### config.mk
export PLATFORM = sky130hd
export DESIGN_NAME = serial_subtractor5_flat
export DESIGN_NICKNAME = d
export VERILOG_FILES = /design/src/rtl/lab4_pkg.sv /design/src/rtl/serial_subtractor5_if.sv /design/src/rtl/fullAdder.sv /design/src/rtl/serial_subtractor5.sv /design/src/flat_wrapper.sv
export SDC_FILE = /design/constraint.sdc
export NUM_CORES = 1
export LEC_CHECK = 0
export CORE_MARGIN = 10
export CORE_UTILIZATION = 45
export CTS_CLUSTER_SIZE = 25
export DETAILED_ROUTE_END_ITERATION = 16
export PLACE_DENSITY = 0.71
export SLEW_MARGIN = 5
export SYNTH_ARGS = -nofsm -noshare
export SYNTH_HDL_FRONTEND = slang
export SYNTH_SLANG_ARGS = --single-unit
### constraint.sdc
create_clock -name clk -period 1.5 [get_ports clk]
set_input_delay 0.15 -clock clk [delete_from_list [all_inputs] [get_ports clk]]
set_output_delay 0.15 -clock clk [all_outputs]
set_load 0.02 [all_outputs]
### src/rtl/lab4_pkg.sv
// Shared Lab4 datapath definitions.
// FSM state encoding and default operand width.
package lab4_pkg;

  localparam int WIDTH_DEF = 5;

  typedef enum logic [1:0] {
    IDLE  = 2'b00,
    SHIFT = 2'b01,
    DONE  = 2'b10
  } state_t;

  function automatic int cnt_bits(input int w);
    return (w > 1) ? $clog2(w) : 1;
  endfunction

endpackage

### src/rtl/serial_subtractor5_if.sv
// start/busy/done bus for the serial subtractor.
// master drives request+operands, slave returns status+result.
interface serial_subtractor5_if #(
  parameter int WIDTH = lab4_pkg::WIDTH_DEF
);

  logic             start;
  logic [WIDTH-1:0] in_a;
  logic [WIDTH-1:0] in_b;
  logic             in_c;
  logic             busy;
  logic             done;
  logic [WIDTH-1:0] out_d;
  logic             out_b;

  modport master (
    output start, in_a, in_b, in_c,
    input  busy, done, out_d, out_b
  );

  modport slave (
    input  start, in_a, in_b, in_c,
    output busy, done, out_d, out_b
  );

endinterface

### src/rtl/fullAdder.sv
// One-bit full adder from lab4_1.
// Ports: a, b, cin in; sum, cout out.
module fullAdder (
  input  logic a,
  input  logic b,
  input  logic cin,
  output logic sum,
  output logic cout
);

  assign sum  = a ^ b ^ cin;
  assign cout = (a & b) | (a & cin) | (b & cin);

endmodule

### src/rtl/serial_subtractor5.sv
// Bit-serial A - B - borrow_in, LSB first, one fullAdder.
// Ports: clk, reset (sync, high), bus (slave: start/operands in, busy/done/out_d/out_b out).
module serial_subtractor5
  import lab4_pkg::*;
#(
  parameter int WIDTH = WIDTH_DEF
) (
  input  logic                 clk,
  input  logic                 reset,
  serial_subtractor5_if.slave  bus
);

  localparam int CW = cnt_bits(WIDTH);
  localparam logic [CW-1:0] LAST = CW'(WIDTH - 1);

  state_t           state;
  logic [WIDTH-1:0] a_sh;
  logic [WIDTH-1:0] b_sh;
  logic [WIDTH-1:0] res;
  logic             carry_ff;
  logic [CW-1:0]    count;
  logic             busy_q;
  logic             done_q;
  logic [WIDTH-1:0] d_q;
  logic             b_q;
  logic             sum;
  logic             cout;
  logic [WIDTH-1:0] res_nxt;

  // Subtraction as a + ~b + ~bin: carry set means no borrow.
  fullAdder u_fa (
    .a    (a_sh[0]),
    .b    (b_sh[0]),
    .cin  (carry_ff),
    .sum  (sum),
    .cout (cout)
  );

  assign res_nxt = {sum, res[WIDTH-1:1]};

  always_ff @(posedge clk) begin
    if (reset) begin
      state    <= IDLE;
      a_sh     <= '0;
      b_sh     <= '0;
      res      <= '0;
      carry_ff <= 1'b0;
      count    <= '0;
      busy_q   <= 1'b0;
      done_q   <= 1'b0;
      d_q      <= '0;
      b_q      <= 1'b0;
    end else begin
      unique case (state)
        IDLE, DONE: begin
          done_q <= 1'b0;
          if (bus.start) begin
            a_sh     <= bus.in_a;
            b_sh     <= ~bus.in_b;
            carry_ff <= ~bus.in_c;
            count    <= '0;
            busy_q   <= 1'b1;
            state    <= SHIFT;
          end else begin
            state <= IDLE;
          end
        end
        SHIFT: begin
          res      <= res_nxt;
          a_sh     <= a_sh >> 1;
          b_sh     <= b_sh >> 1;
          carry_ff <= cout;
          count    <= count + 1'b1;
          if (count == LAST) begin
            d_q    <= res_nxt;
            b_q    <= ~cout;
            busy_q <= 1'b0;
            done_q <= 1'b1;
            state  <= DONE;
          end
        end
        default: state <= IDLE;
      endcase
    end
  end

  assign bus.busy  = busy_q;
  assign bus.done  = done_q;
  assign bus.out_d = d_q;
  assign bus.out_b = b_q;

endmodule

### src/flat_wrapper.sv
// flat-port wrapper written by rule: the top's interface ports become plain ports
module serial_subtractor5_flat import lab4_pkg::*;
#(
  parameter int WIDTH = WIDTH_DEF
)
  (clk, reset, bus_start, bus_in_a, bus_in_b, bus_in_c, bus_busy, bus_done, bus_out_d, bus_out_b);
  serial_subtractor5_if #(.WIDTH(WIDTH)) bus_i ();
  input  logic clk;
  input  logic reset;
  input wire logic [$bits(bus_i.start)-1:0] bus_start;
  input wire logic [$bits(bus_i.in_a)-1:0] bus_in_a;
  input wire logic [$bits(bus_i.in_b)-1:0] bus_in_b;
  input wire logic [$bits(bus_i.in_c)-1:0] bus_in_c;
  output wire logic [$bits(bus_i.busy)-1:0] bus_busy;
  output wire logic [$bits(bus_i.done)-1:0] bus_done;
  output wire logic [$bits(bus_i.out_d)-1:0] bus_out_d;
  output wire logic [$bits(bus_i.out_b)-1:0] bus_out_b;
  assign bus_i.start = bus_start;
  assign bus_i.in_a = bus_in_a;
  assign bus_i.in_b = bus_in_b;
  assign bus_i.in_c = bus_in_c;
  assign bus_busy = bus_i.busy;
  assign bus_done = bus_i.done;
  assign bus_out_d = bus_i.out_d;
  assign bus_out_b = bus_i.out_b;
  serial_subtractor5 #(.WIDTH(WIDTH)) u_core (.clk(clk), .reset(reset), .bus(bus_i));
endmodule
# After elaboration in Yosys (flattened, before gate mapping)
# Index checks and enable logic that the tools add are counted.
[op_classes]
n_addsub = 1
eq_ne = 5
mux = 16
bitwise_logic = 10
reduce_logical = 7
[op_table]
columns = ["cell", "count"]
rows = [
  ["$pmux W5 S2", 2],
  ["$mux W5", 2],
  ["$pmux W1 S2", 3],
  ["$pmux W3 S2", 1],
  ["$reduce_and A2 Y1", 3],
  ["$mux W1", 5],
  ["$not A5 Y5", 1],
  ["$pmux W2 S2", 1],
  ["$add A3 B1 Y3 const B", 1],
  ["$and A1 B1 Y1", 3],
  ["$eq A3 B3 Y1 const B", 1],
  ["$mux W3", 1],
  ["$reduce_and A3 Y1", 1],
  ["$eq A2 B1 Y1 const B", 1],
  ["$eq A2 B2 Y1 const B", 1],
  ["$logic_not A2 Y1", 1],
  ["$mux W2", 1],
  ["$ne A2 B1 Y1 const B", 1],
  ["$ne A2 B2 Y1 const B", 1],
  ["$not A1 Y1", 2],
  ["$or A1 B1 Y1", 2],
  ["$reduce_bool A2 Y1", 1],
  ["$reduce_or A2 Y1", 1],
  ["$xor A1 B1 Y1", 2],
]
[word_totals]
ff_bits = 29
word_cells = 49

# Depth between registers and ports, before layout
# Gate-level depths: netlist (run 1).
[depth]
depth_word = 4
mapped_depth = 6
ltp_nobuf = 5

# Cells and area by module
# A second synthesis (run 1) with hierarchy kept.
[hier_totals]
hier_cells = 123
hier_area_um2 = 1243.7
[by_module_without_submodules]
columns = ["module", "instances", "cells_per_inst", "area_each_um2"]
rows = [
  ["serial_subtractor5", 1, 122, 1223.7],
  ["fullAdder", 1, 1, 20.0],
]

# Worst setup path after synthesis (run 1)
# No wires, ideal clock.
[synth_path]
path_type = "register -> register"
start = "register u_core.count[0]"
end = "register u_core.d_q[4] (netlist: u_core.bus.out_d[4])"
setup_ns = 0.086
t_arrival_ns = 1.113
required_ns = 1.414
slack_ns = 0.301
path_stages_with_launch = 6
path_buffers = 1
cell_sequence = "dfxtp_1 inv_1 ha_1 and4b_1 buf_4 a211oi_1"
[synth_between]
elab_chain_len = 2
[synth_lines]
columns = ["element", "line_no", "source"]
rows = [
  ["start: declaration", "serial_subtractor5.sv:21", "logic [CW-1:0] count;"],
  ["start signal: assignment", "serial_subtractor5.sv:73", "count <= count + 1'b1;"],
  ["$eq A3 B3 Y1", "serial_subtractor5.sv:74", "if (count == LAST) begin"],
  ["$reduce_and A2 Y1 (no line)", "n/a", ""],
  ["end signal: assignment", "serial_subtractor5.sv:75", "d_q <= res_nxt;"],
  ["end: declaration", "serial_subtractor5.sv:24", "logic [WIDTH-1:0] d_q;"],
]
# No other way between the ends.
# A chain may end at the register's enable or synchronous reset.

# Final worst setup path (run 1)
[layout_path]
start = "register u_core.d_q[3] (netlist: u_core.bus.out_d[3])"
end = "output bus_out_d[3]"
[layout_lines]
columns = ["element", "line_no", "source"]
rows = [
  ["end: declaration", "flat_wrapper.sv:16", "output wire logic [$bits(bus_i.out_d)-1:0] bus_out_d;"],
]
# No word-level cell between the ends.

==> results of run 1 <==
-- flip-flops by register name (all words and copies together) (netlist names) --
| register | cells |
|---|---|
| u_core.bus.busy | 1 |
| u_core.bus.done | 1 |
| u_core.b_sh | 5 |
| u_core.state | 2 |
| u_core.res | 4 |
| u_core.count | 3 |
| u_core.a_sh | 5 |
| u_core.bus.out_b | 1 |
| u_core.bus.out_d | 5 |
| u_core.carry_ff | 1 |
-- what timing repair did --
action                                  in CTS  in global routing
hold buffers                                 0                  0
endpoints found under the setup margin       1                  6
gates resized for setup                      1                  6
-- logic make-up (layout without fill, tap and decap cells) --
group	count (synthesis)	in the layout	synth area share, %
buf+inv	16	38	8.151
flops	28	28	48.70
simple gates	48	48	20.00
fa+ha+maj	3	3	3.913
compound gates	36	36	19.24
-- power by group --
| part | internal [mW] | switching, mW | total [mW] | leakage [nW] |
|---|---|---|---|---|
| Sequential | 0.776 | 0.0213 | 0.797 | 0.228 |
| Clock | 0.270 | 0.225 | 0.495 | 0.0279 |
| Combinational | 0.101 | 0.0941 | 0.195 | 0.372 |
-- cell usage in the layout (no fill, tap or decap), types with 2 or more instances in the layout --
master and n:
clkdlybuf4s50_1 14, clkbuf_4 3, inv_1 5, a22oi_1 4
buf_4 7, nand2_1 21, dfxtp_1 28, dlymetal6s2s_1 6
nand3_1 13, a2bb2oi_1 4, a21oi_1 23, nand2b_1 3
nor2_1 5, ha_1 2, nand4b_1 2
-- stage by stage --
stage | area [um^2] | cells | power, mW | hold slack (ns)
after global placement | 1396 | 179 | 1.006 | 0.4427
after detailed placement | 1396 | 179 | 1.012 | 0.4504
after floorplan | 1151 | 131 | 0.9359 | 0.2860
after CTS | 1448 | 183 | 1.502 | 0.3612
after global routing | 1463 | 183 | 1.554 | 0.3931
final | 1463 | 183 | 1.487 | 0.3644
-- routing by layer --
metal / global-route usage [%] / routed length (um)
met1: 11.59 / 1118
met2: 17.07 / 1190
met3: 3.487 / 127
met4: 4.516 / 29
met5: 0 / 0
-- cell type report --
cell class | count | share of cell area [%]
clock buffers | 3 | 1.540
clock inverters | 1 | 2.053
inverters | 5 | 1.283
multi-input cells | 87 | 33.96
flip-flops and latches | 28 | 38.32
well taps | 30 | 2.566
repair buffers | 29 | 20.27
-- worst register-to-register path, cell delays in order (launching register included) --
cell	delay (ns)
dfxtp_1	0.35
inv_1	0.07
ha_1	0.18
nand4b_1	0.34
nand2_1	0.18
a21oi_1	0.08
-- worst paths after layout --
| kind | start | cells after the start | slack [ns] | end |
|---|---|---|---|---|
| setup / recovery | u_core.bus.out_d[3] | 1 | 0.07 | bus_out_d[3] |
| hold reg to reg | u_core.bus.out_d[3] | 2 | 0.46 | u_core.bus.out_d[3] |
| setup reg to reg | u_core.count[0] | 5 | 0.20 | u_core.bus.out_d[2] |
| hold / removal | bus_in_a[4] | 3 | 0.36 | u_core.a_sh[4] |
==> reports/metrics.cfg, run 1 <==
[outcome]
status=complete, no violations

[synth]
avgSynthCellArea_um2=8.787
synthTopCellsByArea=dfxtp_1 (49%), a21oi_1 (10%), nand2_1 (6.8%)
yosysTopAreaCell=dfxtp_1
ys_seq_area_share_pct=48.70
yosys_most_used_dff=dfxtp_1
syn_area_um2=1151
synth_cell_types=25
yosys_warnings=0
syn_nets=148
synth_common_cells=dfxtp_1 (28), a21oi_1 (23), nand2_1 (21), nand3_1 (13)
synth-edff-count=0
synth.most_common_cell=dfxtp_1
synth_cells=131
synth_async_sr_flop_share_pct=0
synth-seq-cells=28
netlist.area_leader.share_pct=48.70

[floorplanning]
die_h_um=70.58
die_width_um=70.58
design.die.area_um2=4981
start_util_pct=46.89
rows=18
io_pins=22
core_area_um2=2455

[global_routing]
track_usage_pct=10.24
grt_max_degree=21
grt_overflow=0
grt_pass1_wl_um=4278
grt_pass1_vias=917
antenna_found_initial=0

[place]
port_buffers=21
pre_cts_ws_ns=0.1812
dp_hpwl_um=1853
gp_congestion=0.6867

[timing]
fmax_mhz=699.8
finClkSkew_ns=0.008544
timing.final.crit_share_pct=95.26
tightest_slew_ns=0.3851
setup_violations=0
period_needed_ns=1.429
rsz0062_at_grt=no
maxSlewViolCount=0
hold_viol_final=0
max-slew-margin-rel_pct=74.19
timing.final.ws_setup_ns=0.07105
setup_tns_ns=0

[finish]
area.growth.synth_to_final_pct=27.06
layout-drive-gt1-share_pct=8.497
seq_area_um2=560.5
fillers=234
nets=171
insertedDiodeCount=0
final_util_pct=59.58
multi_input_area_um2=496.7

[clock_tree]
cts_buffers=3
cts_sinks=28
clk_latency_ns=0.33
cts_tree=done
clk_pin_slew_ns=0.14
cts_buffer_depth=2
root_buffer=clkbuf_4
postCtsSetupRepairBufs=0
htreeDepth=1

[setup_path]
startpoint_type=register
critPathTopFamily=buffers and inverters
path_cells=clkdlybuf4s50_1
crit_arrival_ns=1.28
criticalPathCategory=register to primary output
crit_path_end_kind=primary output
cp_max_fo=2
required_ns=1.35
critPathMaxStageDelay_ns=0.60
critPathBufInv=1
crit_slowest_cell=clkdlybuf4s50_1

[hold_path]
hp-class=input pin to register

[route]
via_per_inst=5.290
antenna_left=0
first_pass_iters=4
wl_per_cell_um=13.47
routed_wl_um=2465
via_count=968
drt_iter0_drc=53
drc_errors=0

[flow_run]
maxCapViolCount=0

[pwr]
leakagePower_nw=0.6286
vdd_drop_max_v=0.0007216
power_density_nw_per_um2=1017

Note: power is estimated with default switching activity, not from simulation.
==> run 2, diff against run 1 <==
CORE_MARGIN = not set   (was 10)
SETUP_SLACK_MARGIN = 0.4   (was not set)
==> run 2 against run 1 <==
Critical path depth increased by 3; register-to-register slack improved by 0.14 ns; maximum frequency increased by 23%; combinational power increased by 32%; largest cell class is now multi-input gates; largest power group unchanged; critical endpoint is now u_core.carry_ff; final area increased by 9.7%.
==> reports/metrics.cfg, run 2 (same netlist as run 1, synthesis figures left out) <==
[finish]
layout_common_cells=nand2_1 (20), dfxtp_1 (20), a21oi_1 (14)
insertedDiodeCount=0  ; unchanged
nets=177  ; +3.5%
fin_area_um2=1604  ; +9.7%
layout-drive-gt1-share_pct=41.51  ; +33 points
area.growth.synth_to_final_pct=39.35
final_util_pct=69.19  ; +9.6 points

[clock_tree]
clk_latency_ns=0.33  ; about the same
cts_sinks=28  ; unchanged
cts_tree=done
clk_pin_slew_ns=0.16  ; +0.02 ns
cts_buffers=3  ; unchanged
root_buffer=clkbuf_4
cts_buffer_depth=2  ; unchanged
htreeDepth=1  ; unchanged
cts_hold_buf=0  ; unchanged

[setup_path]
critPathTopFamily=adder cells
crit_arrival_ns=1.44  ; +0.16 ns
criticalPathCategory=register to register
required_ns=1.78  ; +0.43 ns
critPathMaxStageDelay_ns=0.38  ; -0.22 ns
startpoint_type=register
path_cells=inv_2, fa_2, o22a_1, a21oi_1
crit_slowest_cell=fa_2
critPathBufInv=1  ; unchanged
cp_max_fo=2  ; unchanged
crit_path_end_kind=register
r2r-start=u_core.carry_ff
setup.worst_path.start=u_core.carry_ff

[timing]
setup_tns_ns=0  ; unchanged
fmax_mhz=859.9  ; +23%
timing.final.crit_share_pct=77.53  ; -18 points
tightest_slew_ns=0.4069  ; +0.02183 ns
maxSlewViolCount=0  ; unchanged
hold_viol_final=0  ; unchanged
period_needed_ns=1.163  ; -0.2660 ns
finClkSkew_ns=0.009121  ; +0.0005769 ns
setup_violations=0  ; unchanged
rsz0062_at_grt=yes
max-slew-margin-rel_pct=72.79  ; -1.4 points

[pwr]
seqPwrFrac_pct=51.7  ; -1.9 points
pwr-share-comb_pct=16.5  ; +3.4 points
power_switching_share_pct=23.97  ; +1.1 points
power.internal_mw=1.183  ; +3.1%
power_mw=1.556  ; +4.6%
vdd_drop_max_v=0.0006787  ; -6.0%
clkPwrFrac_pct=31.8  ; -1.5 points
leakagePower_nw=0.5844  ; -7.0%
power_density_nw_per_um2=970.0  ; -4.6%
power.switching_mw=0.3730  ; +9.6%

[global_routing]
grt_overflow=0  ; unchanged
grt_pass1_vias=938  ; +2.3%
use_met2_pct=37.34  ; +20 points
grtUsageMet3_pct=2.609  ; -0.88 points
grt_max_degree=19  ; -9.5%
track_usage_pct=20.73  ; +10 points
gr-usage-met1_pct=24.64  ; +13 points
grt_pass1_wl_um=4167  ; -2.6%
antenna_found_initial=0  ; unchanged
top_usage_layer=met2

[floorplanning]
core_area_um2=2318  ; -5.6%
start_util_pct=49.65  ; +2.8 points
io_pins=22  ; unchanged
design.die.area_um2=2764  ; -45%
die_width_um=52.58  ; -26%
rows=17  ; -1
die_h_um=52.58  ; -26%

[route]
drt_iter0_drc=15  ; -72%
first_pass_iters=5  ; +1
via_count=1042  ; +7.6%
antenna_left=0  ; unchanged
drc_errors=0  ; unchanged
via_per_inst=5.572  ; +5.3%
routed_wl_um=2641  ; +7.1%
wl_per_cell_um=14.12  ; +4.8%

[hold_path]
min-delay-start=bus_in_a[4]
hp-class=input pin to register

[place]
port_buffers=21  ; unchanged
gp_congestion=0.7224  ; +5.2%
dp_hpwl_um=1543  ; -17%
placed_area_um2=1403  ; +0.45%

[flow_run]
maxCapViolCount=0  ; unchanged

[outcome]
status=complete, no violations

-- run 2: per-stage QoR --
stage	instances	setup WS [ns]	hold slack, ns
final	187	0.3370	0.3901
after global routing	187	0.2808	0.4163
after CTS	187	0.3540	0.3538
after detailed placement	176	0.2470	0.4524
after global placement	176	0.2719	0.4427
after floorplan	131	0.3909	0.2860
-- run 2: worst register-to-register path, stage by stage (launching register included) --
cell and delay (ns):
dfxtp_2 0.36, inv_2 0.04, fa_2 0.38, o22a_1 0.21, a21oi_1 0.13
-- run 2: area by class of cell --
cell class	instances	area [um^2]
clock buffer	3	22.52
clock inverter	1	30.03
fill	188	714.4
inverter	5	18.77
multi-input combinational	87	618.1
sequential	28	573.1
tap	28	35.03
timing repair buffer	35	306.5
-- run 2: power groups by stage --
stage / registers (mW) / logic, mW / clock network, mW
CTS: 0.799 / 0.223 / 0.502
global placement: 0.814 / 0.191 / 0
floorplan: 0.812 / 0.129 / 0
global route: 0.807 / 0.277 / 0.530
finish: 0.804 / 0.257 / 0.495
detailed placement: 0.815 / 0.196 / 0
-- run 2: worst paths after layout --
kind / end / slack (ns) / cells past startpoint
worst max-delay path: u_core.carry_ff / 0.34 / 4
worst min-delay path: u_core.a_sh[4] / 0.39 / 3
worst max register to register: u_core.carry_ff / 0.34 / 4
worst min register to register: u_core.res[1] / 0.47 / 2
-- run 2: what timing repair did --
action / CTS / global route
resized for setup: 44 / 25
setup buffers: 6 / 0
cloned: 1 / 0
endpoints found under the setup margin: 36 / 24
pin swaps: 5 / 12
-- run 2: routing by layer --
metal | part of all wire [%] | vias to the layer above
met5 | 0 | -
met4 | 2.0 | 0
met3 | 5.1 | 6
met2 | 50 | 37
met1 | 42 | 495
li1 | - | 504
==> run 3, diff against run 2 <==
clock period = 1.2 ns   (was 1.5 ns; I/O delays follow)
==> run 3 against run 2 <==
The run now ends with setup timing left; clock-buffer cell count is 1 higher; maximum frequency decreased by 11%; clock skew rose by 0.0039 ns; worst setup slack got worse by 0.44 ns; sequential power is 26% higher; via count increased by 11%; total power increased by 27%; flip-flop and latch count unchanged; critical path type unchanged.
==> reports/metrics.cfg, run 3 (same netlist as run 1, synthesis figures left out) <==
[finish]
nets=199  ; +12%
layout-drive-gt1-share_pct=61.88  ; +20 points
final_common_cell=buf_6
insertedDiodeCount=0  ; unchanged
layout_common_cells=buf_6 (25), buf_4 (16), dfxtp_1 (15)
fin_area_um2=1967  ; +23%
area.growth.synth_to_final_pct=70.87

[timing]
hold_viol_final=0  ; unchanged
timing.final.crit_share_pct=108.6  ; +31 points
tightest_slew_ns=0.3303  ; -0.07660 ns
setup_violations=1  ; +1
period_needed_ns=1.304  ; +0.1408 ns
setup_tns_ns=-0.1038  ; -0.1038 ns
max-slew-margin-rel_pct=77.91  ; +5.1 points
maxSlewViolCount=0  ; unchanged
fmax_mhz=767.0  ; -11%
timing.final.ws_setup_ns=-0.1038  ; -0.4408 ns
finClkSkew_ns=0.01306  ; +0.003942 ns
rsz0062_at_grt=yes

[clock_tree]
root_buffer=clkbuf_4
cts_sinks=28  ; unchanged
cts_buffers=3  ; unchanged
clk_latency_ns=0.34  ; about the same
clk_pin_slew_ns=0.16  ; about the same
cts_buffer_depth=2  ; unchanged
cts_tree=done
htreeDepth=1  ; unchanged

[pwr]
leakagePower_nw=0.7265  ; +24%
pwr-share-comb_pct=24.7  ; +8.2 points
power.internal_mw=1.434  ; +21%
vdd_drop_max_v=0.0008668  ; +28%
power_switching_share_pct=27.56  ; +3.6 points
power_density_nw_per_um2=1006  ; +3.8%
power.switching_mw=0.5455  ; +46%
clkPwrFrac_pct=24.4  ; -7.4 points
seqPwrFrac_pct=50.9  ; -0.8 points

[setup_path]
cpMostUsedCell=buf_6
critPathTopFamily=flip-flops
critPathMaxStageDelay_ns=0.36  ; -0.02 ns
crit_slowest_cell=dfxtp_2
startpoint_type=register
criticalPathCategory=register to register
critPathBufInv=2  ; +1
crit_arrival_ns=1.54  ; +0.10 ns
cp_max_fo=2  ; unchanged
required_ns=1.43  ; -0.35 ns
crit_path_end_kind=register
path_cells=buf_6, buf_6, ha_4, nand3b_1, nand4b_1, o31ai_1

[floorplanning]
die_width_um=52.58  ; unchanged
die_h_um=52.58  ; unchanged
start_util_pct=49.65  ; unchanged
rows=17  ; unchanged
core_area_um2=2318  ; unchanged
design.die.area_um2=2764  ; unchanged
io_pins=22  ; unchanged

[route]
wl_per_cell_um=17.08  ; +21%
via_count=1160  ; +11%
drc_errors=0  ; unchanged
routed_wl_um=3570  ; +35%
first_pass_iters=4  ; -1
antenna_left=0  ; unchanged
drt_iter0_drc=22  ; +7
via_per_inst=5.550  ; -0.39%

[global_routing]
top_usage_layer=met2
gr-usage-met1_pct=34.82  ; +10 points
grt_max_degree=16  ; -3
grt_pass1_vias=1115  ; +19%
grt_pass1_wl_um=5250  ; +26%
use_met2_pct=43.88  ; +6.5 points
antenna_found_initial=0  ; unchanged
track_usage_pct=26.68  ; +6.0 points
grtUsageMet3_pct=2.899  ; +0.29 points
grt_overflow=0  ; unchanged

[flow_run]
maxCapViolCount=0  ; unchanged

[place]
gp_congestion=0.7783  ; +7.7%
port_buffers=21  ; unchanged
dp_hpwl_um=1692  ; +9.6%
placed_area_um2=1541  ; +9.9%
pre_cts_ws_ns=-0.05586  ; -0.3028 ns

[outcome]
violations=setup timing
status=finished with violations

[hold_path]
hp-class=input pin to register

==> run 3: cell count changes in the layout (fill, tap and decap cells not counted), sizes merged <==
cell,before,now
nand2b,3,4
clkbuf,3,5
buf,22,42
bufinv,1,0
==> run 3: final cells by class <==
cell class / instances / area [um^2]
clock buffers: 4 / 36.28
repair buffers: 56 / 576.8
flip-flops and latches: 28 / 579.3
inverters: 5 / 18.77
multi-input cells: 88 / 720.7
fillers: 117 / 351.6
well taps: 28 / 35.03
==> run 3: power by group through the flow <==
| stage | combinational [mW] | sequential, mW | clock [mW] |
|---|---|---|---|
| 4_1_cts | 0.436 | 1.00 | 0.471 |
| 6_report | 0.488 | 1.01 | 0.484 |
| 5_1_grt | 0.520 | 1.01 | 0.521 |
| 3_5_place_dp | 0.302 | 1.02 | 0 |
| 2_1_floorplan | 0.204 | 1.02 | 0 |
| 3_3_place_gp | 0.296 | 1.02 | 0 |
==> run 3: final timing paths <==
path	from	end	slack, ns	cells past startpoint
setup / recovery	u_core.count[0]	u_core.count[2]	-0.10	6
hold / removal	bus_in_a[4]	u_core.a_sh[4]	0.33	3
setup reg to reg	u_core.count[0]	u_core.count[2]	-0.10	6
hold reg to reg	u_core.bus.out_b	u_core.bus.out_b	0.48	2
==> run 3: timing repair <==
action                                  CTS  global route
cloned                                    2             0
hold buffers                              0             0
gates resized for setup                  82            29
buffers inserted                         16             5
pin swaps                                15            12
endpoints found under the hold margin     0             0
endpoints found under the setup margin   36            36
==> run 3: stage by stage <==
step           instances  total power [mW]  util [%]  hold WS (ns)
6_report             209             1.980     84.84        0.3268
3_5_place_dp         182             1.326     66.49        0.4498
2_1_floorplan        131             1.225         -        0.2605
4_1_cts              204             1.908     80.63        0.3254
3_3_place_gp         182             1.319     66.49        0.4422
5_1_grt              209             2.053     84.84        0.3382
==> run 3: metal layers <==
metal	part of all wire, %	wire length, um
met2	50	1788
met4	3.2	114
met1	42	1504
met3	4.5	162
met5	0	0
==> run 3: tightest hold or removal path, stage by stage <==
cell and delay (ns):
clkdlybuf4s50_1 0.40, nand2_1 0.06, a21oi_1 0.05
